`config.mk`:
```
export PLATFORM = sky130hd
export DESIGN_NAME = mem_port_arbiter
export DESIGN_NICKNAME = d
export VERILOG_FILES = /design/src/rtl/mem_arb_pkg.sv /design/src/rtl/mem_arb_watchdog.sv /design/src/rtl/mem_port_arbiter.sv
export SDC_FILE = /design/constraint.sdc
export NUM_CORES = 1
export LEC_CHECK = 0
export ABC_CLOCK_PERIOD_IN_PS = 33600
export CAP_MARGIN = 20
export CORE_AREA = 2 2 546 548
export CTS_CLUSTER_SIZE = 16
export DETAILED_ROUTE_END_ITERATION = 10
export DIE_AREA = 0 0 548 550
export PLACE_DENSITY_LB_ADDON = 0.2
export SETUP_SLACK_MARGIN = 0.05
export SLEW_MARGIN = 30
export SYNTH_ARGS = -nofsm -noshare
export SYNTH_HDL_FRONTEND = slang
export SYNTH_HIERARCHICAL = 1
export SYNTH_SLANG_ARGS = --single-unit
```
`constraint.sdc`:
```
create_clock -name clk -period 33.6 [get_ports clk]
set_clock_uncertainty 0.1 [all_clocks]
set_input_delay 5.04 -clock clk [delete_from_list [all_inputs] [get_ports clk]]
set_output_delay 5.04 -clock clk [all_outputs]
set_load 0.03 [all_outputs]
```
`src/rtl/mem_arb_pkg.sv`:
```
// Shared types and constants for mem_port_arbiter: FSM states, requester sides,
// line geometry and default MMIO addresses.
package mem_arb_pkg;

    typedef enum logic [1:0] {
        IDLE = 2'd0,
        MEM  = 2'd1,
        MMIO = 2'd2,
        RESP = 2'd3
    } arb_state_e;

    typedef enum logic {
        SIDE_I = 1'b0,
        SIDE_D = 1'b1
    } arb_side_e;

    localparam int LINE_W_DEF = 256;
    localparam int LINE_BYTES = LINE_W_DEF / 8;
    localparam int LINE_OFF_W = $clog2(LINE_BYTES);

    localparam logic [31:0] STDOUT_ADDR_DEF = 32'hf000_0000;
    localparam logic [31:0] EXIT_ADDR_DEF   = 32'hff00_0000;

endpackage

```
`src/rtl/mem_arb_watchdog.sv`:
```
// Down-counting timeout for the arbiter's memory wait; loaded on entry to MEM,
// flags expiry once CYCLES cycles have been spent waiting.
module mem_arb_watchdog
    import mem_arb_pkg::*;
#(
    parameter int CYCLES = 1024
) (
    input  logic clk,
    input  logic rst,
    input  logic load_i,
    input  logic run_i,
    output logic expired_o
);

    localparam int CNT_W = $clog2(CYCLES + 1);

    logic [CNT_W-1:0] cnt_q, cnt_d;

    always_comb begin
        cnt_d = cnt_q;
        if (load_i) begin
            cnt_d = CNT_W'(CYCLES - 1);
        end else if (run_i && (cnt_q != '0)) begin
            cnt_d = cnt_q - 1'b1;
        end
    end

    always_ff @(posedge clk or posedge rst) begin
        if (rst) begin
            cnt_q <= '0;
        end else begin
            cnt_q <= cnt_d;
        end
    end

    // The last waiting cycle is the one in which the count reads zero.
    assign expired_o = run_i && (cnt_q == '0);

endmodule

```
`src/rtl/mem_port_arbiter.sv`:
```
// Round-robin merge of the I-cache and D-cache miss ports onto one line-wide memory
// port, with local STDOUT/EXIT write decode. Optional memory watchdog: MEM_ARB_WATCHDOG_EN.
module mem_port_arbiter
    import mem_arb_pkg::*;
#(
    parameter int                ADDR_W      = 32,
    parameter int                LINE_W      = LINE_W_DEF,
    parameter logic [ADDR_W-1:0] STDOUT_ADDR = ADDR_W'(STDOUT_ADDR_DEF),
    parameter logic [ADDR_W-1:0] EXIT_ADDR   = ADDR_W'(EXIT_ADDR_DEF),
    parameter int                WDOG_CYCLES = 1024
) (
    input  logic              clk,
    input  logic              rst,
    input  logic              imreq,
    input  logic [ADDR_W-1:0] iad,
    output logic              acki_n,
    output logic [LINE_W-1:0] idt,
    input  logic              dmreq,
    input  logic              dmwrite,
    input  logic [ADDR_W-1:0] dad,
    input  logic [LINE_W-1:0] ddt_w,
    output logic              ackd_n,
    output logic [LINE_W-1:0] ddt_r,
    output logic              m_req,
    output logic              m_we,
    output logic [ADDR_W-1:0] m_addr,
    output logic [LINE_W-1:0] m_wdata,
    input  logic              m_ack,
    input  logic [LINE_W-1:0] m_rdata,
    output logic              stdout_valid,
    output logic [7:0]        stdout_byte,
    output logic              exit_o,
    output logic              wdog_err
);

    localparam int OFF_W = $clog2(LINE_W / 8);

    if (WDOG_CYCLES < 1) begin : g_wdog_range
        $error("mem_port_arbiter: WDOG_CYCLES must be at least 1");
    end

    arb_state_e        state_q, state_d;
    arb_side_e         last_grant_q, last_grant_d;
    arb_side_e         side_q, side_d;
    logic [ADDR_W-1:0] addr_q, addr_d;
    logic              acki_n_q, acki_n_d;
    logic              ackd_n_q, ackd_n_d;
    logic [LINE_W-1:0] idt_q, idt_d;
    logic [LINE_W-1:0] ddt_r_q, ddt_r_d;
    logic              m_req_q, m_req_d;
    logic              m_we_q, m_we_d;
    logic [ADDR_W-1:0] m_addr_q, m_addr_d;
    logic [LINE_W-1:0] m_wdata_q, m_wdata_d;
    logic              stdout_valid_q, stdout_valid_d;
    logic [7:0]        stdout_byte_q, stdout_byte_d;
    logic              exit_q, exit_d;

    logic grant_i, grant_d, d_mmio, wdog_expired;

    // Round-robin: on contention the side that did not win last time goes first.
    assign grant_i = imreq && (!dmreq || (last_grant_q == SIDE_D));
    assign grant_d = dmreq && !grant_i;
    assign d_mmio  = dmwrite && ((dad == STDOUT_ADDR) || (dad == EXIT_ADDR));

    always_comb begin
        state_d        = state_q;
        last_grant_d   = last_grant_q;
        side_d         = side_q;
        addr_d         = addr_q;
        acki_n_d       = 1'b1;
        ackd_n_d       = 1'b1;
        idt_d          = idt_q;
        ddt_r_d        = ddt_r_q;
        m_req_d        = m_req_q;
        m_we_d         = m_we_q;
        m_addr_d       = m_addr_q;
        m_wdata_d      = m_wdata_q;
        stdout_valid_d = 1'b0;
        stdout_byte_d  = stdout_byte_q;
        exit_d         = exit_q;

        case (state_q)
            IDLE: begin
                if (grant_i || grant_d) begin
                    side_d       = grant_i ? SIDE_I : SIDE_D;
                    last_grant_d = side_d;
                    addr_d       = grant_i ? iad : dad;
                    if (grant_d && d_mmio) begin
                        state_d        = MMIO;
                        stdout_valid_d = (dad == STDOUT_ADDR);
                        if (dad == STDOUT_ADDR) begin
                            stdout_byte_d = ddt_w[7:0];
                        end
                    end else begin
                        state_d   = MEM;
                        m_req_d   = 1'b1;
                        m_we_d    = grant_d && dmwrite;
                        m_addr_d  = {addr_d[ADDR_W-1:OFF_W], {OFF_W{1'b0}}};
                        m_wdata_d = ddt_w;
                    end
                end
            end

            MEM: begin
                if (m_ack || wdog_expired) begin
                    state_d = RESP;
                    m_req_d = 1'b0;
                    m_we_d  = 1'b0;
                    if (side_q == SIDE_I) begin
                        acki_n_d = 1'b0;
                    end else begin
                        ackd_n_d = 1'b0;
                    end
                    // A timed-out request answers with an all-zero line.
                    if (!m_ack) begin
                        if (side_q == SIDE_I) begin
                            idt_d = '0;
                        end else begin
                            ddt_r_d = '0;
                        end
                    end else if (!m_we_q) begin
                        if (side_q == SIDE_I) begin
                            idt_d = m_rdata;
                        end else begin
                            ddt_r_d = m_rdata;
                        end
                    end
                end
            end

            MMIO: begin
                if (addr_q == EXIT_ADDR) begin
                    exit_d = 1'b1;
                end
                ackd_n_d = 1'b0;
                state_d  = RESP;
            end

            RESP: begin
                state_d = IDLE;
            end

            default: begin
                state_d = IDLE;
            end
        endcase
    end

    always_ff @(posedge clk or posedge rst) begin
        if (rst) begin
            state_q        <= IDLE;
            last_grant_q   <= SIDE_D;
            side_q         <= SIDE_I;
            addr_q         <= '0;
            acki_n_q       <= 1'b1;
            ackd_n_q       <= 1'b1;
            idt_q          <= '0;
            ddt_r_q        <= '0;
            m_req_q        <= 1'b0;
            m_we_q         <= 1'b0;
            m_addr_q       <= '0;
            m_wdata_q      <= '0;
            stdout_valid_q <= 1'b0;
            stdout_byte_q  <= '0;
            exit_q         <= 1'b0;
        end else begin
            state_q        <= state_d;
            last_grant_q   <= last_grant_d;
            side_q         <= side_d;
            addr_q         <= addr_d;
            acki_n_q       <= acki_n_d;
            ackd_n_q       <= ackd_n_d;
            idt_q          <= idt_d;
            ddt_r_q        <= ddt_r_d;
            m_req_q        <= m_req_d;
            m_we_q         <= m_we_d;
            m_addr_q       <= m_addr_d;
            m_wdata_q      <= m_wdata_d;
            stdout_valid_q <= stdout_valid_d;
            stdout_byte_q  <= stdout_byte_d;
            exit_q         <= exit_d;
        end
    end

`ifdef MEM_ARB_WATCHDOG_EN
    logic mem_enter;
    logic wdog_err_q, wdog_err_d;

    assign mem_enter = (state_q == IDLE) && (state_d == MEM);

    mem_arb_watchdog #(
        .CYCLES (WDOG_CYCLES)
    ) u_wdog (
        .clk       (clk),
        .rst       (rst),
        .load_i    (mem_enter),
        .run_i     (state_q == MEM),
        .expired_o (wdog_expired)
    );

    always_comb begin
        wdog_err_d = wdog_err_q;
        if ((state_q == MEM) && !m_ack && wdog_expired) begin
            wdog_err_d = 1'b1;
        end
    end

    always_ff @(posedge clk or posedge rst) begin
        if (rst) begin
            wdog_err_q <= 1'b0;
        end else begin
            wdog_err_q <= wdog_err_d;
        end
    end

    assign wdog_err = wdog_err_q;
`else
    assign wdog_expired = 1'b0;
    assign wdog_err     = 1'b0;
`endif

    assign acki_n       = acki_n_q;
    assign ackd_n       = ackd_n_q;
    assign idt          = idt_q;
    assign ddt_r        = ddt_r_q;
    assign m_req        = m_req_q;
    assign m_we         = m_we_q;
    assign m_addr       = m_addr_q;
    assign m_wdata      = m_wdata_q;
    assign stdout_valid = stdout_valid_q;
    assign stdout_byte  = stdout_byte_q;
    assign exit_o       = exit_q;

endmodule

```
# --- Yosys cells after proc, flatten, opt, wreduce, memory -nomap -nowiden ---
# Index checks and enable logic that the tools add are counted.
totals:
  register_bits: 845
  input_bits: 582
op_classes:
  n_eq_ne: 9
  muxes: 22
  n_bitwise: 3
  n_reduce_logical: 20
ops:
  columns: ["op", "n"]
  rows:
  - ["$eq A32 B32 Y1 const B", 3]
  - ["$mux W32", 1]
  - ["$reduce_and A4 Y1", 4]
  - ["$mux W1", 14]
  - ["$pmux W2 S4", 1]
  - ["$mux W2", 3]
  - ["$ne A2 B2 Y1 const B", 3]
  - ["$pmux W1 S2", 3]
  - ["$reduce_and A2 Y1", 3]
  - ["$logic_and A1 B1 Y1", 5]
  - ["$eq A2 B2 Y1 const B", 2]
  - ["$logic_or A1 B1 Y1", 3]
  - ["$not A1 Y1", 3]
  - ["$reduce_and A3 Y1", 1]
  - ["$eq A2 B1 Y1 const B", 1]
  - ["$logic_not A1 Y1", 2]
  - ["$logic_not A2 Y1", 1]
  - ["$reduce_bool A2 Y1", 1]

# --- Depth between registers and ports, before layout ---
logic_depth:
  ltp_word: 9
  depth_mapped: 9
  ltp_nobuf: 7

# --- Least setup slack after synthesis ---
# No wires, ideal clock.
synth_path:
  path_type: "input to register"
  start: "in dad[9]"
  end: "reg m_wdata_q[0], in the netlist m_wdata[0]"
  t_arrival_ns: 7.195
  setup_slack_ns: 26.177
  path_stages: 6
  cell_sequence: "or4_1 -> or4_1 -> o41ai_4 -> buf_4 -> buf_4 -> mux2_1"
synth_between:
  elab_chain_len: 6
  word_cells_on_any_way: 7
  cone_classes: "eq/ne: 2; bitwise: 1; reduce/logical: 4"
synth_lines:
  columns: ["item", "line_no", "text"]
  rows:
  - ["start, declared", "mem_port_arbiter.sv:20", "input logic [ADDR_W-1:0] dad,"]
  - ["$eq A32 B32 Y1", "mem_port_arbiter.sv:63", "assign d_mmio = dmwrite && ((dad == STDOUT_ADDR) || (dad == EXIT_ADDR));"]
  - ["$logic_or A1 B1 Y1 *", "mem_port_arbiter.sv:63", null]
  - ["$logic_and A1 B1 Y1 *", "mem_port_arbiter.sv:63", null]
  - ["$logic_and A1 B1 Y1 *", "mem_port_arbiter.sv:88", "if (grant_d && d_mmio) begin"]
  - ["$not A1 Y1 (no source line) *", null, null]
  - ["$reduce_and A3 Y1 (no source line) *", null, null]
  - ["end signal, assigned", "mem_port_arbiter.sv:178", "m_wdata_q <= m_wdata_d;"]
  - ["end, declared", "mem_port_arbiter.sv:53", "logic [LINE_W-1:0] m_wdata_q, m_wdata_d;"]
# Mark *: on every way between the ends. The rest lies on a longest branch, timed or not.
# A chain may end at the register's enable or synchronous reset.

# --- Final worst setup path ---
layout_path:
  start: "in dad[9]"
  end: "reg m_wdata_q[216], in the netlist m_wdata[216]"
# Same word-level chain as after synthesis.

==> results.py <==
metrics = {
    "synth": {
        "synth_xor_area_share_pct": 0,
        "synth_fa_ha_area_share_pct": 0.118,
        "synth_compound_area_share_pct": 1.57,
        "postSynthAreaPerCell_um2": 16.5,
        "syn_inst": 1928,
        "yosys_register_bits": 845,
        "synth_area_um2": 31700,
        "ys_seq_area_share_pct": 66.7,
        "ys_types": 39,
        "synthArstFlopShare_pct": 100,
        "synth_ff_type": "dfrtp_1",
        "synth_top_family_by_area": "multiplexers",
        "synth_edf_count": 0,
        "synthMuxAreaShare_pct": 28.6,
        "yosys_warnings": 6,
        "synth_simple_gate_area_share_pct": 1.40,
    },
    "timing": {
        "slew_headroom_pct": 35.0,
        "hold-worst-slack_ns": 0.369,
        "finalCriticalPeriod_ns": 9.01,
        "setup_viol": 0,
        "final_max_slew_viol_count": 0,
        "worst_slew_pin_slew_ns": 0.976,
        "setup_tns_ns": 0,
        "hold_violations": 0,
        "timing.fmax_mhz": 111,
        "post-route-period-util_pct": 26.8,
        "rsz0062_at_grt": "no",
    },
    "global_route": {
        "use_met3_pct": 6.63,
        "grt_max_degree": 148,
        "grtUsageMet2_pct": 20.3,
        "grt_usage_pct": 11.8,
        "use_met1_pct": 12.1,
        "antenna_found_initial": 106,
        "overflow": 0,
        "grt_pass1_vias": 24824,
        "top_usage_layer": "met2",
        "grt_pass1_wl_um": 241000,
    },
    "worst_setup_path": {
        "critPathCaptureType": "register",
        "cp.arrival_ns": 9.57,
        "cp_data_required_time_ns": 34.16,
        "startpoint_type": "input port",
        "crit_buf_inv": 4,
        "slowest_stage": "or4_1",
        "cp_max_fo": 51,
        "path_class": "input port to register",
        "path_cells": "clkdlybuf4s50_1 -> or4_1 -> or4_1 -> o41ai_4 -> buf_4 -> buf_4 -> buf_4 -> mux2_2",
        "cp_top_family": "buffers and inverters",
        "crit_path_frequent_cell": "buf_4",
        "slowest_delay_ns": 0.74,
    },
    "power": {
        "power_density_nw_per_um2": 115,
        "ir_drop_v": 0.0000564,
        "p_leak_uw": 0.0214,
    },
    "job": {
        "max-cap-violations": 0,
    },
    "clock_network": {
        "ctsHoldBuffers": 0,
        "clock-sinks": 845,
        "cts.path.max_buffers": 4,
        "clock_latency_ns": 0.79,
        "htree_levels": 3,
        "cts_setup_buffers": 0,
        "cts-root-buf": "clkbuf_16",
        "cts_tree": "done",
        "cts_buffers": 116,
        "clk_pin_slew_ns": 0.05,
        "ctsResizeCount": 0,
    },
    "final_layout": {
        "drive_gt1_share_pct": 22.7,
        "nets": 3955,
        "fin_area_um2": 54200,
        "syn2layout_area_growth_pct": 70.7,
        "stdcell_count": 7431,
        "final_util_pct": 18.3,
    },
    "drt": {
        "first_iter_violations": 793,
        "wl_per_cell_um": 24.8,
        "post-route-drc-count": 0,
        "vias_per_cell": 3.04,
        "vias": 22623,
        "routed_wl_um": 184000,
        "ant_nets": 0,
        "dr.pass1.iters": 4,
    },
    "floorplanning": {
        "die_h_um": 550,
        "initial_utilization_pct": 10.7,
        "core-area_um2": 296000,
        "ios": 1397,
        "fp-row-count": 200,
        "die_area_um2": 301000,
        "die_width_um": 548,
    },
    "placed_design": {
        "portBuffers": 1390,
        "placed_cells": 7188,
        "hpwl_um": 149000,
        "place_area_um2": 50400,
        "routabilityCongestion": 0.799,
    },
    "min_path": {
        "hp-class": "register to register",
    },
    "outcome": {
        "status": "complete, no violations",
    },
}
==> sequential cells by signal, indices dropped and copies added (netlist names) <==
register / count
m_wdata: 256
m_we: 1
idt: 256
m_req: 1
ackd_n: 1
ddt_r: 256
last_grant_q: 1
exit_o: 1
stdout_valid: 1
stdout_byte: 8
state_q: 2
side_q: 1
m_addr: 27
addr_q: 32
acki_n: 1
==> Yosys cell counts (2+ instances only) <==
cell	instances	area share [%]
mux2i_1	32	1.0
nand4b_1	2	0.055
dfstp_2	3	0.25
nor2_1	27	0.32
nand2b_1	3	0.059
or4_1	5	0.12
and2_1	2	0.039
mux2_1	200	7.1
nand2_1	24	0.28
dfrtp_1	842	66
buf_4	28	0.66
ha_1	3	0.12
a21o_1	38	0.90
nand4_1	5	0.099
mux2_2	576	20
nor4_1	7	0.14
a31oi_1	3	0.059
inv_1	4	0.047
buf_2	10	0.16
nor2b_1	3	0.059
a21oi_1	5	0.079
o21ai_0	21	0.33
clkbuf_1	66	0.78
nor3_1	4	0.063
==> per-stage QoR <==
| stage | setup slack (ns) | total power [µW] |
|---|---|---|
| 2_1_floorplan | 4.72 | 3470 |
| 3_3_place_gp | 23.51 | 5090 |
| 3_5_place_dp | 23.49 | 5090 |
| 4_1_cts | 24.46 | 6360 |
| 5_1_grt | 24.43 | 6530 |
| 6_report | 24.59 | 6210 |
==> metal layers <==
layer	routed length [µm]	share of wire, %
met2	89500	49
met5	466	0.25
met4	6050	3.3
met1	65100	35
met3	23300	13
==> where the power goes <==
| group | switching [µW] | internal [µW] |
|---|---|---|
| registers | 305 | 1540 |
| clock network | 498 | 701 |
| logic | 1830 | 1340 |
==> layout by cell type, fill, tap and decap left out, types with 6 or more instances in the layout <==
master,count
a21o_1,38
nor4_1,7
dfrtp_1,842
mux2_1,200
diode_2,43
nand2_1,24
nor2_1,26
conb_1,6
o21ai_0,21
clkbuf_8,18
clkbuf_1,35
buf_4,26
mux2_2,576
clkinv_2,15
clkdlybuf4s50_1,1390
clkbuf_16,116
mux2i_1,32
==> area by class of cell <==
cell class / count / area, µm²
Fill cell: 32135 / 241000
Sequential cell: 845 / 21100
Timing Repair Buffer: 1424 / 14300
Multi-Input combinational cell: 979 / 10100
Tap cell: 3939 / 4930
Clock buffer: 169 / 3280
Clock inverter: 28 / 304
Antenna cell: 43 / 108
Inverter: 4 / 22.5
==> logic make-up after synthesis <==
group	after synthesis
buf+inv	109
flops	845
compound gates	73
mux	808
other cells	1
simple gates	89
fa+ha+maj	3
==> worst paths after layout <==
check,startpoint,endpoint,slack [ns],cells after the start
max,dad[9],m_wdata[216],24.59,8
min,addr_q[11],addr_q[11],0.37,1
max reg2reg,state_q[1],m_wdata[216],29.33,10
min reg2reg,addr_q[11],addr_q[11],0.37,1
max in group asynchronous,rst,idt[211],24.97,7
min in group asynchronous,rst,m_wdata[70],4.53,2
Power figures use the tool's default switching activity.
